--- src/rtl/shift_sequencer.sv ---
// Multi-pass controller for a shared 10-bit barrel shifter: splits a shift request
// into single-cycle passes and feeds each pass result back as the next input.
module shift_sequencer #(
  parameter int AMT_W     = 4,
  parameter int MAX_LSTEP = 6
) (
  input  logic             clk,
  input  logic             rst,
  input  logic             in_valid,
  output logic             in_ready,
  input  logic [9:0]       in_data,
  input  logic             in_dir,
  input  logic [AMT_W-1:0] in_amt,
  output logic             out_valid,
  input  logic             out_ready,
  output logic [9:0]       out_data,
  output logic [9:0]       sh_data,
  output logic [2:0]       sh_amt,
  input  logic [9:0]       sh_result
);

  typedef enum logic [1:0] {
    IDLE,
    RUN,
    DONE
  } state_t;

  localparam logic [AMT_W-1:0] LSTEP = AMT_W'(MAX_LSTEP);
  localparam logic [2:0]       CODE_RIGHT1 = 3'd7;

  state_t           state;
  logic [9:0]       acc;
  logic [AMT_W-1:0] rem;
  logic             dir;
  logic [AMT_W-1:0] step;

  // NOTE: every output of a combinational block gets a default first, so no path
  // through the block can leave it unassigned and infer a latch.
  always_comb begin
    step   = '0;
    sh_amt = 3'd0;
    if (dir) begin
      step = AMT_W'(1);
    end else begin
      step = (rem < LSTEP) ? rem : LSTEP;
    end
    if (state == RUN) begin
      sh_amt = dir ? CODE_RIGHT1 : 3'(step);
    end
  end

  assign in_ready  = (state == IDLE) && !rst;
  assign out_valid = (state == DONE);
  assign out_data  = acc;
  assign sh_data   = acc;

  // NOTE: state registers use non-blocking assignments so every register samples
  // the pre-edge values, independent of statement order.
  always_ff @(posedge clk) begin
    if (rst) begin
      // NOTE: the datapath registers are reset too, so out_data/sh_data read
      // zero after reset rather than stale contents.
      state <= IDLE;
      acc   <= '0;
      rem   <= '0;
      dir   <= 1'b0;
    end else begin
      case (state)
        IDLE: begin
          if (in_valid) begin
            acc   <= in_data;
            rem   <= in_amt;
            dir   <= in_dir;
            state <= (in_amt == '0) ? DONE : RUN;
          end
        end
        RUN: begin
          // Shifts of 10+ still run every pass; the word simply drains to zero.
          acc <= sh_result;
          rem <= rem - step;
          if (rem == step) begin
            state <= DONE;
          end
        end
        DONE: begin
          if (out_ready) begin
            state <= IDLE;
          end
        end
        default: state <= IDLE;
      endcase
    end
  end

endmodule

--- config.mk ---
export PLATFORM = sky130hd
export DESIGN_NAME = shift_sequencer
export DESIGN_NICKNAME = d
export VERILOG_FILES = /design/src/rtl/shift_sequencer.sv
export SDC_FILE = /design/constraint.sdc
export NUM_CORES = 1
export LEC_CHECK = 0
export ABC_CLOCK_PERIOD_IN_PS = 2400
export BUFFER_PORTS_ARGS = -buffer_cell sky130_fd_sc_hd__buf_2
export CAP_MARGIN = 0
export CORE_ASPECT_RATIO = 0.75
export CORE_MARGIN = 3
export CORE_UTILIZATION = 40
export CTS_CLUSTER_SIZE = 20
export DETAILED_ROUTE_END_ITERATION = 6
export GPL_ROUTABILITY_DRIVEN = 0
export GPL_TIMING_DRIVEN = 0
export PLACE_DENSITY = 0.72
export SLEW_MARGIN = 25
export SYNTH_ARGS = -nofsm -noshare
export SYNTH_HDL_FRONTEND = slang
export SYNTH_SLANG_ARGS = --single-unit
--- constraint.sdc ---
create_clock -name clk -period 2.4 [get_ports clk]
set_clock_uncertainty 0.05 [all_clocks]
set_input_delay 0.24 -clock clk [delete_from_list [all_inputs] [get_ports clk]]
set_output_delay 0.24 -clock clk [all_outputs]
set_load 0.05 [all_outputs]
==> flow_summary_export.csv <==
group,metric,value,unit
critical_path,timing.critical_path.max_delay_family,"compound AO/OA/AOI/OAI gates",
critical_path,critPathArrivalTime,2430,ps
clocking,cts.htree.levels,1,
run,max-cap-violations,0,
routing,detail_route.vias_per_cell,5.116,
place,dp_slack,-45.24,ps
yosys,netlist_top_cells_count,"sky130_fd_sc_hd__nand2_1, sky130_fd_sc_hd__nor2_1, sky130_fd_sc_hd__dfxtp_1",
yosys,ys_seq_area_share,32.50,%
place,dpl.hpwl,2238,um
critical_path,crit_path_max_fanout,10,
routing,drt-initial-drc-count,69,
floorplanning,die-area,3274,um2
routing,totalWireLength,2999,um
clocking,clk_pin_slew,110,ps
sta,layout_setup_ws,122.7,ps
cells_and_area,final-seq-area,340.3,um2
clocking,cts_tree,"done",
yosys,synth.avg_cell_area,7.375,um2
floorplanning,starting_density_of_the_core,43.94,%
pwr,ir_drop,304.8,uV
yosys,cell_area_synth,1047,um2
global_route,largest_net_degree_at_the_start_of_global_routing,11,
yosys,yosys_register_bits,17,
critical_path,cp_data_required_time,2550,ps
clocking,cts_post_setup_buffers_inserted,0,
yosys,ys_dominant_reg_cell,"sky130_fd_sc_hd__dfxtp_1",
routing,routed-via-count,1187,
global_route,antenna_found_initial,0,
floorplanning,dieHeight,50.31,um
yosys,count_of_flip_flops_with_a_built_in_enable_after_synthesis,0,
sta,fin_hold_ws,121.1,ps
sta,timing.fmax,439.1,MHz
clocking,root_buffer,"sky130_fd_sc_hd__clkbuf_4",
cells_and_area,synthToLayoutAreaGrowth,32.38,%
global_route,gr-total-overflow,0,
yosys,netlist.top_cell.by_area,"sky130_fd_sc_hd__dfxtp_1",
yosys,mapped_cells,142,
critical_path,worst_path_max_delay_cell,"sky130_fd_sc_hd__dfxtp_1",
place,place.port_buffers,53,
routing,drt.antenna.violating_nets,0,
sta,grt_setup_unrepaired,"false",
floorplanning,fp-row-count,15,
cells_and_area,drive_gt1_share,40.40,%
yosys,post_synthesis_net_count,172,
cells_and_area,antenna_cells_inserted,0,
sta,final-max-slew-violation-count,0,
floorplanning,core-area,2384,um2
critical_path,worst_setup_ep_type,"flip-flop",
critical_path,critical_path.max_stage_delay,370,ps
place,dpl-instance-area,1355,um2
sta,tns,0,ps
critical_path,cp-start-kind,"flip-flop",
clocking,clock_path_buffers,2,
outcome,result_of_the_run,"completed",
global_route,global_route.usage.total,17.52,%
global_route,wire_length_of_the_first_global_routing_pass,4491,um
sta,tightestPinTransition,489.0,ps
critical_path,timing.setup.critical_path_class,"flip-flop to flip-flop",
yosys,ys_top_cells_by_area,"sky130_fd_sc_hd__dfxtp_1, sky130_fd_sc_hd__a311oi_1, sky130_fd_sc_hd__nand2_1, sky130_fd_sc_hd__nor2_1, sky130_fd_sc_hd__buf_4",
cells_and_area,multi_input_area,570.5,um2
yosys,yosysMostFrequentCell,"sky130_fd_sc_hd__nand2_1",
yosys,synth.distinct_cells,29,
critical_path,critPathBufInv,1,
routing,detail_route.first_pass.iterations,4,
floorplanning,die_x,65.09,um
sta,final.min_clock_period,2277,ps
yosys,asyncSetResetFlopFracSynth,0,%
routing,remaining_drc_errors,0,
sta,slew_headroom,67.40,%
critical_path,cell_by_cell_trace_of_the_critical_path,"clkbuf_4 -> nor3b_1 -> a21oi_1 -> ha_1 -> mux2_2 -> a221o_1 -> a2111oi_2",
clocking,worst_skew_pair.late_latency,300,ps
sta,final-setup-viol-count,0,
cells_and_area,final_net_count,229,
yosys,yosysWarningCount,0,
pwr,total_leakage_power,0.0006600,uW
place,numPlacedInstances,229,
cells_and_area,filler_cell_count,251,
pwr,powerDensity,705.8,nW/um2
sta,hold_viol_final,0,
clocking,cts-buffers-inserted,3,
yosys,post-synth-top-area-fraction,32.50,%
floorplanning,boundaryPins,54,
routing,routedWlPerCell,12.93,um
cells_and_area,stdcell_area,1386,um2
sta,timing.final.crit_share,94.89,%
clocking,clock_sink_count,17,
global_route,grt_pass1_vias,953,
min_path,worst_hold_path_type,"input pin to flip-flop",
cells_and_area,final_cells,232,
power breakdown:
part | switching [uW] | internal (uW) | total [uW]
clock | 101 | 62.2 | 163
combinational | 322 | 150 | 472
sequential | 27.0 | 317 | 344
layer usage:
metal | routed length, um | track usage (%) | vias to the layer above
met5 | 0 | 0 | -
met2 | 1349 | 27.16 | 48
met3 | 297 | 5.593 | 2
met4 | 14 | 3.793 | 0
li1 | - | - | 602
met1 | 1337 | 23.84 | 535
kinds of logic after synthesis:
family / Yosys count / share of synthesized area [%]
and+or+nand+nor: 68 / 29.27
adders and majority gates: 1 / 1.195
DFF: 17 / 32.50
buffers and inverters: 25 / 13.26
AOI/OAI and AO/OA: 30 / 22.70
muxes: 1 / 1.075
what timing repair did:
item | CTS | global route
endpoints found under the setup margin | 1 | 1
resized for setup | 1 | 5
hold buffers | 0 | 0
final timing paths:
path / from / to / slack [ps] / depth (start not counted)
worst min register to register: out_data[7]$_SDFFE_PP0P_ / out_data[7]$_SDFFE_PP0P_ / 450 / 2
worst min-delay path: in_dir / dir$_SDFFE_PP0P_ / 120 / 3
worst max-delay path: dir$_SDFFE_PP0P_ / rem[2]$_SDFFE_PP0P_ / 120 / 7
worst max register to register: dir$_SDFFE_PP0P_ / rem[2]$_SDFFE_PP0P_ / 120 / 7
sequential cells by signal, summed over array words and instances, names as in the netlist:
| name | count |
|---|---|
| rem | 4 |
| state | 2 |
| out_data | 10 |
| dir | 1 |
layout make-up:
| class | count | area share [%] |
|---|---|---|
| well taps | 34 | 3.069 |
| plain buffers | 22 | 9.567 |
| clock buffers | 3 | 1.625 |
| clock inverters | 1 | 0.3610 |
| inverters | 2 | 0.5415 |
| repair buffers | 53 | 19.13 |
| multi-input cells | 100 | 41.16 |
| flip-flops and latches | 17 | 24.55 |
cells in the final DEF (no fill, tap or decap), types with 2 or more instances in the layout:
cell / synthesis / routed
sky130_fd_sc_hd__a2111oi_2: 2 / 2
sky130_fd_sc_hd__a21oi_1: 8 / 8
sky130_fd_sc_hd__a311oi_1: 11 / 11
sky130_fd_sc_hd__buf_2: 6 / 59
sky130_fd_sc_hd__buf_4: 10 / 10
sky130_fd_sc_hd__clkbuf_1: 6 / 3
sky130_fd_sc_hd__clkbuf_4: 0 / 4
sky130_fd_sc_hd__dfxtp_1: 17 / 17
sky130_fd_sc_hd__inv_1: 2 / 2
sky130_fd_sc_hd__nand2_1: 25 / 25
sky130_fd_sc_hd__nand2b_1: 3 / 3
sky130_fd_sc_hd__nor2_1: 23 / 23
sky130_fd_sc_hd__nor2b_1: 3 / 2
sky130_fd_sc_hd__nor3_1: 7 / 7
sky130_fd_sc_hd__nor3b_1: 2 / 2
sky130_fd_sc_hd__nor4_1: 2 / 2
sky130_fd_sc_hd__o21a_1: 2 / 2
tightest hold or removal path: cells and delay by family:
kind	cells	cell delay, ps
buf+inv	1	100
simple gates	1	50
compound gates	1	50
metrics by stage:
step | utilization (%) | power, uW
finish | 58.16 | 978.5
global route | 58.16 | 1036
floorplan | - | 708.7
global placement | 56.85 | 810.2
detailed placement | 56.85 | 818.1
CTS | 58.06 | 985.9
Note: power is estimated with default switching activity, not from simulation.
